**src/rtl/change_event_logger.sv**
```systemverilog
// Watches sig_in for value changes and queues {new, previous, timestamp} events
// in a small first-word-fall-through FIFO. Events that find the FIFO full are counted.
module change_event_logger #(
    parameter int WIDTH    = 8,
    parameter int DEPTH    = 4,
    parameter int TS_WIDTH = 16
) (
    input  logic                clk,
    input  logic                rst_n,
    input  logic [WIDTH-1:0]    sig_in,
    input  logic                clear,
    input  logic                ev_ready,
    output logic                ev_valid,
    output logic [WIDTH-1:0]    ev_data,
    output logic [WIDTH-1:0]    ev_prev,
    output logic [TS_WIDTH-1:0] ev_time,
    output logic                overflow,
    output logic [7:0]          drop_count
);

    localparam int AW = $clog2(DEPTH);
    localparam logic [AW-1:0]       PTR_ONE  = 1;
    localparam logic [AW:0]         CNT_ONE  = 1;
    localparam logic [AW:0]         CNT_FULL = (AW+1)'(DEPTH);
    localparam logic [TS_WIDTH-1:0] TS_ONE   = 1;

    typedef enum logic {INIT, RUN} state_t;

    state_t              state;
    state_t              next_state;
    logic [TS_WIDTH-1:0] ts;
    logic [WIDTH-1:0]    prev;
    logic                ev_form;

    logic [WIDTH-1:0]    mem_data [DEPTH];
    logic [WIDTH-1:0]    mem_prev [DEPTH];
    logic [TS_WIDTH-1:0] mem_time [DEPTH];
    logic [AW-1:0]       wr_ptr;
    logic [AW-1:0]       rd_ptr;
    logic [AW:0]         count;

    logic full;
    logic pop;
    logic push;
    logic drop;

    always_ff @(posedge clk) begin
        if (!rst_n) begin
            state <= INIT;
            ts    <= '0;
            prev  <= '0;
        end else begin
            state <= next_state;
            ts    <= ts + TS_ONE;
            // prev tracks the last sampled value even when the event itself is dropped
            prev  <= sig_in;
        end
    end

    always_comb begin
        next_state = state;
        ev_form    = 1'b0;
        case (state)
            INIT: next_state = RUN;
            RUN:  ev_form    = (sig_in != prev);
            default: next_state = INIT;
        endcase
    end

    assign full     = (count == CNT_FULL);
    assign ev_valid = (count != '0);
    assign pop      = ev_valid && ev_ready;
    // A pop on the same edge frees the slot the new event needs
    assign push     = ev_form && (!full || pop);
    assign drop     = ev_form && full && !pop;

    assign ev_data = mem_data[rd_ptr];
    assign ev_prev = mem_prev[rd_ptr];
    assign ev_time = mem_time[rd_ptr];

    always_ff @(posedge clk) begin
        if (!rst_n) begin
            wr_ptr <= '0;
            rd_ptr <= '0;
            count  <= '0;
            for (int i = 0; i < DEPTH; i++) begin
                mem_data[i] <= '0;
                mem_prev[i] <= '0;
                mem_time[i] <= '0;
            end
        end else begin
            if (push) begin
                mem_data[wr_ptr] <= sig_in;
                mem_prev[wr_ptr] <= prev;
                mem_time[wr_ptr] <= ts;
                wr_ptr           <= wr_ptr + PTR_ONE;
            end
            if (pop) begin
                rd_ptr <= rd_ptr + PTR_ONE;
            end
            case ({push, pop})
                2'b10:   count <= count + CNT_ONE;
                2'b01:   count <= count - CNT_ONE;
                default: count <= count;
            endcase
        end
    end

    // A drop on the clearing edge still counts, so clear yields overflow=1, drop_count=1
    always_ff @(posedge clk) begin
        if (!rst_n) begin
            overflow   <= 1'b0;
            drop_count <= '0;
        end else if (clear) begin
            overflow   <= drop;
            drop_count <= drop ? 8'd1 : 8'd0;
        end else if (drop) begin
            overflow <= 1'b1;
            if (drop_count != 8'hFF) begin
                drop_count <= drop_count + 8'd1;
            end
        end
    end

endmodule
```
**config.mk**
```make
export PLATFORM = sky130hd
export DESIGN_NAME = change_event_logger
export DESIGN_NICKNAME = d
export VERILOG_FILES = /design/src/rtl/change_event_logger.sv
export SDC_FILE = /design/constraint.sdc
export NUM_CORES = 1
export LEC_CHECK = 0
export CAP_MARGIN = 20
export CORE_UTILIZATION = 40
export DETAILED_ROUTE_END_ITERATION = 12
export SLEW_MARGIN = 20
export SYNTH_ARGS = -nofsm -noshare
export SYNTH_HDL_FRONTEND = slang
export SYNTH_SLANG_ARGS = --single-unit
export TNS_END_PERCENT = 20
```
**constraint.sdc**
```tcl
create_clock -name clk -period 15.6 [get_ports clk]
set_input_delay 4.68 -clock clk [delete_from_list [all_inputs] [get_ports clk]]
set_output_delay 4.68 -clock clk [all_outputs]
set_load 0.01 [all_outputs]
```
After elaboration in Yosys (flattened, before gate mapping)
Memory sizes are Yosys's and may differ from the RTL's. A register that Yosys moved wholly into a read port is not among the register bits. Index checks and enable logic that the tools add are counted.

Logic and storage cells: 65. Output and inout port bits: 42. Bits of input ports: 12. RAM bits: 128. Flip-flop bits (word level): 41. Memories: 3.

Memories: mem_time (depth 4, width 16, read ports 1, clocked after Yosys merged registers in 1, wr ports 4, line 37) `logic [TS_WIDTH-1:0] mem_time [DEPTH];`; mem_data (depth 4, width 8, read ports 1, clocked after Yosys merged registers in 1, wr ports 4, line 35) `logic [WIDTH-1:0] mem_data [DEPTH];`; mem_prev (depth 4, width 8, read ports 1, clocked after Yosys merged registers in 1, wr ports 4, line 36) `logic [WIDTH-1:0] mem_prev [DEPTH];`.

Equality and inequality tests: 5. Muxes and demuxes: 28. Reductions and logical operators: 15. Add/sub/neg operators: 6.

Operator list (number): $mux 8 (5); $mux 2 (9); $add 16x1->16 const B (1); $mux 16 (1); $reduce_or 16->1 (1); $reduce_or 8->1 (2); $mux 1 (12); $add 8x1->8 const B (1); $ne 8x8->1 (1); $ne 8x8->1 const B (1); $pmux 3 s2 (1); $reduce_bool 2->1 (3); $add 2x1->2 const B (2); $logic_and 1x1->1 (4); $add 3x1->3 const B (1); $eq 3x3->1 const B (1); $reduce_bool 3->1 (1); $sub 3x1->3 const B (1); $eq 2x1->1 const B (1); $eq 2x2->1 const B (1); $logic_not 1->1 (2); $reduce_and 2->1 (1); $logic_or 1x1->1 (1).

Depth between registers and ports, before layout
Depth in word-level cells: 9. Depth in mapped cells: 11. Depth with buffers taken out: 9.

Worst setup path before layout
Ideal clock, no wire load.

Path kind: input to register. From: in sig_in[7]. To: mem mem_data[3][0], enable pin. Buffers on the path: 1. Data required time: 15.130 ns. Setup slack: 7.323 ns. Arrival: 7.807 ns. Setup time: 0.470 ns. Stages: 5. Path through: xor2_1 -> nor4_1 -> a211o_1 -> buf_4 -> o31ai_1.

RTL lines: from (decl) (line 10) `input logic [WIDTH-1:0] sig_in,`; to (decl) (line 35).

Final worst setup path
From: in sig_in[1]. To: reg count[2].

Longest elaborated chain between the ends: 5. Elaborated cells between the ends (all ways): 7. Classes of those cells: eq/ne (3); mux (2); reduce/logical (2).

Ends and longest elaborated chain: $ne 8x8->1 * (line 65) `RUN: ev_form = (sig_in != prev);`; $mux 1 * (line 63) `case (state)`; $logic_and 1x1->1 * (line 74) `assign push = ev_form && (!full || pop);`; $eq 2x1->1 or $eq 2x2->1 (tied branches) (line 101) `case ({push, pop})`; $pmux 3 s2 or $reduce_bool 2->1 (tied branches); to (signal assigned) (line 102) `2'b10: count <= count + CNT_ONE;`; to (signal assigned) (line 103) `2'b01: count <= count - CNT_ONE;`; to (signal assigned) (line 104) `default: count <= count;`; to (decl) (line 40) `logic [AW:0] count;`.

Mark *: on every way between the ends. The rest lies on a longest branch, timed or not. A chain may end at the register's enable or synchronous reset.

==> impl_metrics.py <==
metrics = {
    "status": {
        "status": "complete, no violations",
    },
    "placed_design": {
        "preCtsSetupSlack_ns": 7.54,
        "dp_hpwl_um": 9110,
        "detailed_place.area_um2": 7890,
        "place_congestion": 0.763,
        "portBuffers": 53,
    },
    "floorplanning": {
        "die_y_um": 136,
        "ios": 54,
        "dieArea_um2": 18500,
        "start_util_pct": 41.3,
        "die_x_um": 136,
        "core_area_um2": 17400,
        "rows": 48,
    },
    "sta": {
        "fin_worst_skew_ns": 0.00538,
        "slew_violations": 0,
        "min_period_over_period_pct": 49.1,
        "finalHoldViolations": 0,
        "timing.final.ws_setup_ns": 7.93,
        "whs_ns": 0.498,
        "period_needed_ns": 7.67,
        "setup_tns_ns": 0,
        "max_freq_ghz": 0.130,
        "relSlewSlack_pct": 37.9,
        "rsz0062_at_grt": "no",
        "worstMarginPinSlew_ns": 0.928,
        "setup_viol": 0,
    },
    "power_and_ir_drop": {
        "powerDensity_nw_per_um2": 143,
        "leakagePower_nw": 2.99,
        "peakVddDrop_v": 0.0000929,
    },
    "clock_network": {
        "clock_latency_ns": 0.42,
        "cts-root-buf": "clkbuf_16",
        "cts_made_buffers": 17,
        "cts_hold_buffers": 0,
        "cts_repair_resize_count": 0,
        "clk_path_buf_depth": 2,
        "postCtsSetupBuffers": 0,
        "cts_sinks": 171,
        "htree_num_levels": 4,
        "clkSlewWorstSetupHoldPaths_ns": 0.06,
        "tritoncts": "built",
    },
    "grt": {
        "grt_pass1_vias": 4367,
        "grt_max_degree": 45,
        "grt.total_usage_pct": 17.3,
        "antenna_found_initial": 0,
        "grt_overflow": 0,
        "grt_pass1_wl_um": 23300,
    },
    "setup_path": {
        "worst_ep_arrival_time_ns": 8.00,
        "cp_common_cell": "xor2_1",
        "slowest_stage": "nor4_1",
        "crit_fanout": 40,
        "critPathMaxStageDelay_ns": 0.73,
        "critPathKind": "in2reg",
        "path_cells": "clkdlybuf4s50_1 -> xor2_1 -> nor4_1 -> a211o_1 -> buf_4 -> ha_1 -> inv_1 -> fa_1 -> xor2_1 -> or3_1 -> a21oi_1",
        "required_ns": 15.94,
        "cp-start-kind": "input pin",
        "crit_path_end_kind": "flop",
    },
    "synthesis": {
        "synth-seq-cells": 171,
        "synth_cells": 552,
        "netlist-cell-type-count": 42,
        "synth_ff_type": "edfxtp_1",
        "synth_edf_count": 128,
        "ys_top_cells_by_area": "edfxtp_1, dfxtp_1, mux4_2",
        "seq_area_frac_synth_pct": 65.4,
        "synth_top_area_share_pct": 53.4,
        "syn_nets": 568,
        "synth_top_area_cell": "edfxtp_1",
        "synthArstFlopShare_pct": 0,
        "syn_area_per_cell_um2": 13.0,
        "ys.warnings.count": 0,
        "synth_area_um2": 7190,
    },
    "worst_hold_path": {
        "hp-class": "reg2reg",
    },
    "detailed_routing": {
        "via_per_inst": 5.12,
        "routed_wirelength_um": 14900,
        "wl_per_cell_um": 17.7,
        "vias": 4303,
        "drt-pass1-iter-count": 4,
        "drtAntennaViolNets": 0,
        "drc": 0,
        "drtIter0Drc": 205,
    },
    "cells_and_area": {
        "fillCellCount": 1530,
        "stdcell_area_um2": 8500,
        "layout_commonest_cell": "nor2_1",
        "mostFrequentLayoutCells": "nor2_1, edfxtp_1, clkdlybuf4s50_1, nand2_1, dfxtp_1",
        "final_util_pct": 48.8,
        "drive_above_1_share_pct": 13.3,
        "finalNetCount": 618,
        "diodes": 0,
        "area_growth_syn_to_layout_pct": 18.1,
    },
    "job": {
        "maxCapViolCount": 0,
    },
}
[cells in the mapped netlist (2+ instances only)]
| library cell | number |
|---|---|
| nand2_1 | 47 |
| buf_1 | 3 |
| xnor2_1 | 6 |
| nand4_1 | 8 |
| or3_1 | 6 |
| a21oi_1 | 10 |
| nor3_1 | 2 |
| o31ai_1 | 2 |
| buf_4 | 2 |
| nand3_1 | 9 |
| xor2_1 | 20 |
| edfxtp_1 | 128 |
| or2_2 | 3 |
| or4_1 | 2 |
| and4_1 | 2 |
| mux2i_1 | 2 |
| nor4_1 | 3 |
| ha_1 | 3 |
| nor2_1 | 150 |
| clkbuf_1 | 8 |
| mux4_2 | 32 |
| and2_1 | 4 |
| buf_2 | 9 |
| inv_1 | 19 |
| o21ai_0 | 3 |
| buf_6 | 9 |
| nor2_2 | 3 |
| dfxtp_1 | 43 |
[sequential cells by signal (all words and copies together) (netlist names), 3 cells and up, named ones only]
register    count
count           3
drop_count      8
mem_data       32
mem_prev       32
mem_time       64
prev            8
ts             16
[through the flow]
step           instances  power [mW]
3_3_place_gp         808       0.797
6_report             840        1.22
2_1_floorplan        552       0.702
5_1_grt              840        1.27
3_5_place_dp         808       0.801
4_1_cts              840        1.23
[final timing paths]
path	cells past startpoint	slack (ns)	start	to
setup / recovery	11	7.93	sig_in[1]	count[2]
hold / removal	2	0.50	drop_count[5]	drop_count[5]
setup reg to reg	10	12.29	prev[6]	count[2]
hold reg to reg	2	0.50	drop_count[5]	drop_count[5]
[routing by layer]
metal / track usage (%) / part of all wire, % / wire length [um]
met2: 29.0 / 50 / 7430
met1: 22.0 / 43 / 6410
met5: 0 / 0 / 0
met3: 4.03 / 5.4 / 808
met4: 5.86 / 1.3 / 200
[logic make-up after synthesis]
family / after synthesis / synth area share, %
adders and majority gates: 4 / 0.800
muxes: 34 / 10.3
and+or+nand+nor: 244 / 14.5
xor gates and xnor gates: 26 / 3.17
AOI/OAI and AO/OA: 23 / 2.05
DFF: 171 / 65.4
buffers and inverters: 50 / 3.81
[worst max-delay path, delay by kind of cell]
kind,cells,cell delay (ns)
buffers and inverters,3,0.91
XOR/XNOR,2,0.33
AND/OR/NAND/NOR,2,1.05
adder cells (fa/ha/maj),2,0.63
AO/OA/AOI/OAI,2,0.39
[power breakdown]
group / switching, mW / internal (mW)
registers: 0.0143 / 0.528
logic: 0.121 / 0.123
clock network: 0.168 / 0.265
[layout make-up]
| type | instances | area [um^2] | share of cell area, % |
|---|---|---|---|
| Clock buffer | 18 | 429 | 5.05 |
| Tap cell | 225 | 282 | 3.31 |
| Timing Repair Buffer | 62 | 598 | 7.04 |
| Inverter | 19 | 71.3 | 0.839 |
| Multi-Input combinational cell | 331 | 2230 | 26.3 |
| Sequential cell | 171 | 4710 | 55.4 |
| Clock inverter | 14 | 178 | 2.09 |
Note: power is estimated with default switching activity, not from simulation.
